==> src/rtl/fifo_reg_buf_pkg.sv <==
// Shared helpers for the register-array FIFO.
// Width math used by fifo_reg_buf.
package fifo_reg_buf_pkg;

  function automatic int clog2(input int v);
    int r;
    r = 0;
    while ((1 << r) < v) r++;
    return r;
  endfunction

endpackage

==> src/rtl/fifo_reg_buf.sv <==
// Synchronous FIFO on a register array with registered read data,
// occupancy/threshold flags and sticky overflow/underflow errors.
module fifo_reg_buf
  import fifo_reg_buf_pkg::*;
#(
  parameter int DWIDTH = 8,
  parameter int DEPTH  = 8,
  parameter int AF_LVL = DEPTH - 2,
  parameter int AE_LVL = 2,
  localparam int CW    = clog2(DEPTH + 1)
) (
  input  logic              clk,
  input  logic              rst_n,
  input  logic              i_clr,
  input  logic              i_wf,
  input  logic [DWIDTH-1:0] in_d,
  input  logic              i_rf,
  output logic [DWIDTH-1:0] ot_d,
  output logic              o_full,
  output logic              o_empty,
  output logic              o_afull,
  output logic              o_aempty,
  output logic [CW-1:0]     o_cnt,
  output logic              o_ovf,
  output logic              o_udf
);

  localparam int PW = clog2(DEPTH);
  localparam logic [PW-1:0] PLAST = PW'(DEPTH - 1);

  logic [DWIDTH-1:0] r_mem [DEPTH];
  logic [PW-1:0]     r_wp;
  logic [PW-1:0]     r_rp;
  logic [CW-1:0]     r_cnt;
  logic [DWIDTH-1:0] r_d;
  logic              r_ovf;
  logic              r_udf;

  logic w_rd;
  logic w_wr;
  logic w_full;
  logic w_empty;

  assign w_full  = (r_cnt == CW'(DEPTH));
  assign w_empty = (r_cnt == '0);
  assign w_rd    = i_rf && !w_empty;
  // A full FIFO still takes a write when a read frees a slot this edge.
  assign w_wr    = i_wf && (!w_full || w_rd);

  always_ff @(posedge clk) begin
    if (w_wr && !i_clr) r_mem[r_wp] <= in_d;
  end

  always_ff @(posedge clk or negedge rst_n) begin
    if (!rst_n) begin
      r_wp  <= '0;
      r_rp  <= '0;
      r_cnt <= '0;
      r_d   <= '0;
      r_ovf <= 1'b0;
      r_udf <= 1'b0;
    end else if (i_clr) begin
      r_wp  <= '0;
      r_rp  <= '0;
      r_cnt <= '0;
      r_ovf <= 1'b0;
      r_udf <= 1'b0;
    end else begin
      if (w_wr) r_wp <= (r_wp == PLAST) ? '0 : r_wp + 1'b1;
      if (w_rd) begin
        r_rp <= (r_rp == PLAST) ? '0 : r_rp + 1'b1;
        r_d  <= r_mem[r_rp];
      end
      if (w_wr && !w_rd) r_cnt <= r_cnt + 1'b1;
      else if (w_rd && !w_wr) r_cnt <= r_cnt - 1'b1;
      if (i_wf && !w_wr) r_ovf <= 1'b1;
      if (i_rf && w_empty) r_udf <= 1'b1;
    end
  end

  assign ot_d     = r_d;
  assign o_cnt    = r_cnt;
  assign o_full   = w_full;
  assign o_empty  = w_empty;
  assign o_afull  = (r_cnt >= CW'(AF_LVL));
  assign o_aempty = (r_cnt <= CW'(AE_LVL));
  assign o_ovf    = r_ovf;
  assign o_udf    = r_udf;

endmodule

==> config.mk <==
export PLATFORM = sky130hd
export DESIGN_NAME = fifo_reg_buf
export DESIGN_NICKNAME = d
export VERILOG_FILES = /design/src/rtl/fifo_reg_buf_pkg.sv /design/src/rtl/fifo_reg_buf.sv
export SDC_FILE = /design/constraint.sdc
export NUM_CORES = 1
export LEC_CHECK = 0
export CAP_MARGIN = 30
export CORE_MARGIN = 5
export CORE_UTILIZATION = 64
export CTS_BUF_LIST = sky130_fd_sc_hd__clkbuf_8
export DETAILED_ROUTE_END_ITERATION = 12
export PLACE_DENSITY = 0.87
export SKIP_LAST_GASP = 1
export SLEW_MARGIN = 40
export SYNTH_ARGS = -nofsm -noshare
export SYNTH_HDL_FRONTEND = slang
export SYNTH_SLANG_ARGS = --single-unit
==> constraint.sdc <==
create_clock -name clk -period 5.8 [get_ports clk]
set_input_delay 0.58 -clock clk [delete_from_list [all_inputs] [get_ports clk]]
set_output_delay 0.58 -clock clk [all_outputs]
set_load 0.01 [all_outputs]
## Yosys cells after proc, flatten, opt, wreduce, memory -nomap -nowiden

Memory sizes are Yosys's and may differ from the RTL's. A register that Yosys moved wholly into a read port is not among the register bits.
Cells that the tools add are included.
Widths: inputs -> output; s select.

- Bits in registers: 12
- Bits in writable memories: 64
- Input bits: 13
- Output and inout bits: 18
- Word-level logic and storage cells: 52
- Memories kept: 1

Memory list:

| memory | words | width | read ports | clocked after memory_dff | write ports | RTL line | RTL |
|---|---|---|---|---|---|---|---|
| r_mem | 8 | 8 | 1 | 1 | 1 | fifo_reg_buf.sv:31 | `logic [DWIDTH-1:0] r_mem [DEPTH];` |

- Add/subtract/negate cells: 4
- Order comparisons: 2
- Equality and inequality tests: 3
- Mux-type cells: 15
- Bitwise gates (word level): 1
- Reduce and logical (&&, ||, !) cells: 21

Operator list:

| cell | number |
|---|---|
| $mux 3 | 6 |
| $mux 4 | 3 |
| $reduce_bool 2->1 | 4 |
| $logic_and 1x1->1 | 7 |
| $add 3x1->3 const B | 2 |
| $eq 3x3->1 const B | 2 |
| $logic_not 1->1 | 6 |
| $mux 1 | 6 |
| $add 4x1->4 const B | 1 |
| $eq 4x4->1 const B | 1 |
| $ge 4x3->1 const B | 1 |
| $le 4x2->1 const B | 1 |
| $logic_not 4->1 | 1 |
| $sub 4x1->4 const B | 1 |
| $reduce_bool 3->1 | 1 |
| $reduce_and 2->1 | 1 |
| $logic_or 1x1->1 | 1 |
| $not 1->1 | 1 |

## Logic depth before layout (Yosys ltp)

- Depth after elaboration: 10
- Depth in mapped cells: 9
- Depth with buffers taken out: 8

## Worst setup path before layout

OpenSTA, ideal clock, no wires.

- Path kind: input port to flip-flop
- Start: input i_rf
- End: memory r_mem[0][0], enable pin
- Setup time: 0.398 ns
- Data arrival time: 1.982 ns
- Required time: 5.402 ns
- Path slack: 3.420 ns
- Cell stages on the path: 4
- Buffers on the path: 1
- Path through: buf_2 -> nand2b_1 -> o21ai_4 -> nor4b_1

- Cells in the longest elaborated chain, start to end: 6

Ends and longest elaborated chain:

| what | RTL line | RTL |
|---|---|---|
| start: declaration | fifo_reg_buf.sv:17 | `input logic i_rf,` |
| $logic_and 1x1->1 | fifo_reg_buf.sv:46 | `assign w_rd = i_rf && !w_empty;` |
| $logic_or 1x1->1 | fifo_reg_buf.sv:48 | `assign w_wr = i_wf && (!w_full \|\| w_rd);` |
| $logic_and 1x1->1 | fifo_reg_buf.sv:48 |  |
| $logic_and 1x1->1 | fifo_reg_buf.sv:51 | `if (w_wr && !i_clr) r_mem[r_wp] <= in_d;` |
| $mux 1 | fifo_reg_buf.sv:51 |  |
| $mux 1 (implied by the code) | fifo_reg_buf.sv:51 |  |
| end: declaration | fifo_reg_buf.sv:31 |  |

Every way passes these cells.

## Final worst setup path

- Start: register r_cnt[1], in the netlist o_cnt[1]
- End: output o_full

- Cells in the longest elaborated chain, start to end: 1

Ends and longest elaborated chain:

| what | RTL line | RTL |
|---|---|---|
| start: declaration | fifo_reg_buf.sv:34 | `logic [CW-1:0] r_cnt;` |
| start signal: assignment | fifo_reg_buf.sv:74 | `if (w_wr && !w_rd) r_cnt <= r_cnt + 1'b1;` |
| start signal: assignment | fifo_reg_buf.sv:75 | `else if (w_rd && !w_wr) r_cnt <= r_cnt - 1'b1;` |
| $eq 4x4->1 | fifo_reg_buf.sv:44 | `assign w_full = (r_cnt == CW'(DEPTH));` |
| end: declaration | fifo_reg_buf.sv:19 | `output logic o_full,` |

Every way passes these cells.

==> flow_metrics.tcl <==
set metrics [dict create \
    status "finished clean" \
    antenna_cells 0 \
    finalNetCount 266 \
    pin_count 31 \
    grt_pass1_wl_um 10800 \
    arrival_ns 2.08 \
    wl_um 6840 \
    cts-resized-gates 0 \
    syn-cell-area_um2 3580 \
    avgSynthCellArea_um2 16.6 \
    gp_congestion 0.848 \
    worstSetupStartpointType "flop" \
    period_needed_ns 2.66 \
    critical_path.slowest_cell "dfrtp_1" \
    core-area_um2 5470 \
    synth_seq_cells 84 \
    crit_path_cell_trace "nor3_2 > nand2_1 > inv_1 > clkdlybuf4s50_1" \
    synth_cells 215 \
    yosysSeqAreaShare_pct 67.7 \
    drt_iter0_markers 169 \
    fin_total_pwr_mw 1.74 \
    holdBufCountCts 0 \
    cts_buffers 9 \
    synth_nets 235 \
    synth_top_area_share_pct 53.7 \
    relSlewSlack_pct 44.8 \
    worstReg2RegStart "o_cnt[1]" \
    maxCapViolCount 0 \
    grt_pass1_vias 2026 \
    postRouteAntennaNets 0 \
    grt_util_all_layers_pct 20.3 \
    dpl.hpwl_um 4530 \
    peakVddDrop_uv 240 \
    mostFrequentLayoutCell "edfxtp_1" \
    synthArstFlopShare_pct 23.8 \
    rr_endpoint "o_cnt[3]" \
    end_kind "output pin" \
    grt.overflow.total 0 \
    leakagePower_nw 1.44 \
    num_rows 27 \
    rsz0062_at_grt "no" \
    clockBufferDepth 2 \
    cts_sinks 84 \
    grt_max_degree 21 \
    crit_type "reg -> out" \
    ys_warn_count 0 \
    power_density_nw_per_um2 419 \
    vias 2002 \
    drc 0 \
    htree_levels 3 \
    skew_ns 0.00588 \
    ys_types 41 \
    synth-main-ff-cell "edfxtp_1" \
    slew_violations 0 \
    slowest_delay_ns 0.53 \
    period_share_pct 45.9 \
    clk_pin_slew_worst_paths_ns 0.08 \
    rr_worst_depth 8 \
    routedWlPerCell_um 21.2 \
    synth_top_area_cell "edfxtp_1" \
    layout_common_cells "64 x edfxtp_1, 29 x clkdlybuf4s50_1, 20 x nor2_1" \
    layout-drive-gt1-share_pct 19.9 \
    portBuffers 30 \
    cp.required_ns 5.22 \
    worst_skew_pair.late_latency_ns 0.35 \
    antenna_found_initial 0 \
    post-cts-setup-buffer-count 0 \
    worstMarginPinSlew_ns 0.828 \
    hold_path_class "in -> async" \
    die_area_um2 7190 \
    finalHoldViolCount 0 \
    cts_tree "yes" \
    drt_first_pass_iters 5 \
    tns_ns 0 \
    fillers 335 \
    rrSetupSlack_ns 3.24 \
    fmax_mhz 376 \
    yosys-top-cells-area "edfxtp_1 54%, dfrtp_1 14%, mux4_2 10%" \
    setup_violations 0 \
    clockRootBuffer "clkbuf_8" \
    viasPerCell 6.20 \
    fp.dieH_um 84.8 \
    start_util_pct 65.4 \
    syn_to_final_growth_pct 16.4 \
    synth_edf_count 64 \
    crit_path_max_fanout 10 \
    die_w_um 84.8 \
]
synth_stat cells (2+ instances only):
cell       n
a211oi_1   2
a21oi_1   14
xnor2_1    3
buf_6      2
inv_1      4
mux4_2    16
nand2_1    5
dfrtp_1   20
clkbuf_1   3
or3b_1     2
nand3_1    3
nand2b_1   2
ha_1       6
nor3_1     4
edfxtp_1  64
buf_2      6
nor2_1    23
nand3b_1   2
mux2i_1   12
where the power goes:
part	internal, mW	switching (mW)
Combinational	0.271	0.216
Clock	0.245	0.212
Sequential	0.703	0.0971
Total	1.22	0.525
worst max path at each step:
stage          cells past startpoint     start  slack, ns           to
3_3_place_gp                       5      i_rf       2.70  r_mem[2][1]
3_5_place_dp                       3     i_clr       2.87  r_mem[6][1]
4_1_cts                            4  o_cnt[1]       3.15       o_full
6_report                           4  o_cnt[1]       3.14       o_full
2_1_floorplan                      4      i_rf       3.42  r_mem[0][0]
5_1_grt                            4  o_cnt[1]       3.06       o_full
state kept, by name, summed over array words and instances (netlist names):
| signal | count |
|---|---|
| o_udf | 1 |
| r_wp | 3 |
| ot_d | 8 |
| r_mem | 64 |
| r_rp | 3 |
| o_ovf | 1 |
| o_cnt | 4 |
worst max-delay path, delay by kind of cell (launching register included):
kind	cells	cell delay [ns]
flops	1	0.53
buf+inv	2	0.61
simple gates	2	0.60
metrics by stage:
stage	cells	setup WS [ns]	util, %	hold slack, ns	area (um^2)
floorplan	215	3.42	-	0.284	3580
global placement	307	2.70	71.6	0.485	3920
detailed placement	307	2.87	71.9	0.497	3940
CTS	323	3.15	75.9	0.166	4160
global route	323	3.06	76.1	0.188	4160
finish	323	3.14	76.1	0.162	4160
metal layers:
| metal | GRT usage [%] | part of all wire, % |
|---|---|---|
| met5 | 0 | 0 |
| met3 | 5.20 | 6.2 |
| met4 | 6.04 | 0.95 |
| met1 | 26.9 | 40 |
| met2 | 33.6 | 53 |
cells by family (layout without fill, tap and decap cells):
group / after synthesis / after routing / share of synthesized area (%)
AOI/OAI and AO/OA: 26 / 26 / 5.87
and+or+nand+nor: 49 / 49 / 6.99
adders and majority gates: 7 / 7 / 2.66
buffers and inverters: 18 / 54 / 2.62
DFF: 84 / 84 / 67.7
xor gates and xnor gates: 3 / 3 / 0.734
muxes: 28 / 28 / 13.4
cell type report:
class,count,area [um^2],share of cell area (%)
tap,72,90.1,2.16
timing repair buffer,33,318,7.63
clock buffer,9,124,2.97
sequential,84,2420,58.2
multi-input combinational,113,1090,26.2
inverter,5,18.8,0.451
clock inverter,7,97.6,2.34
No activity file was read; power rests on OpenSTA's default activity.
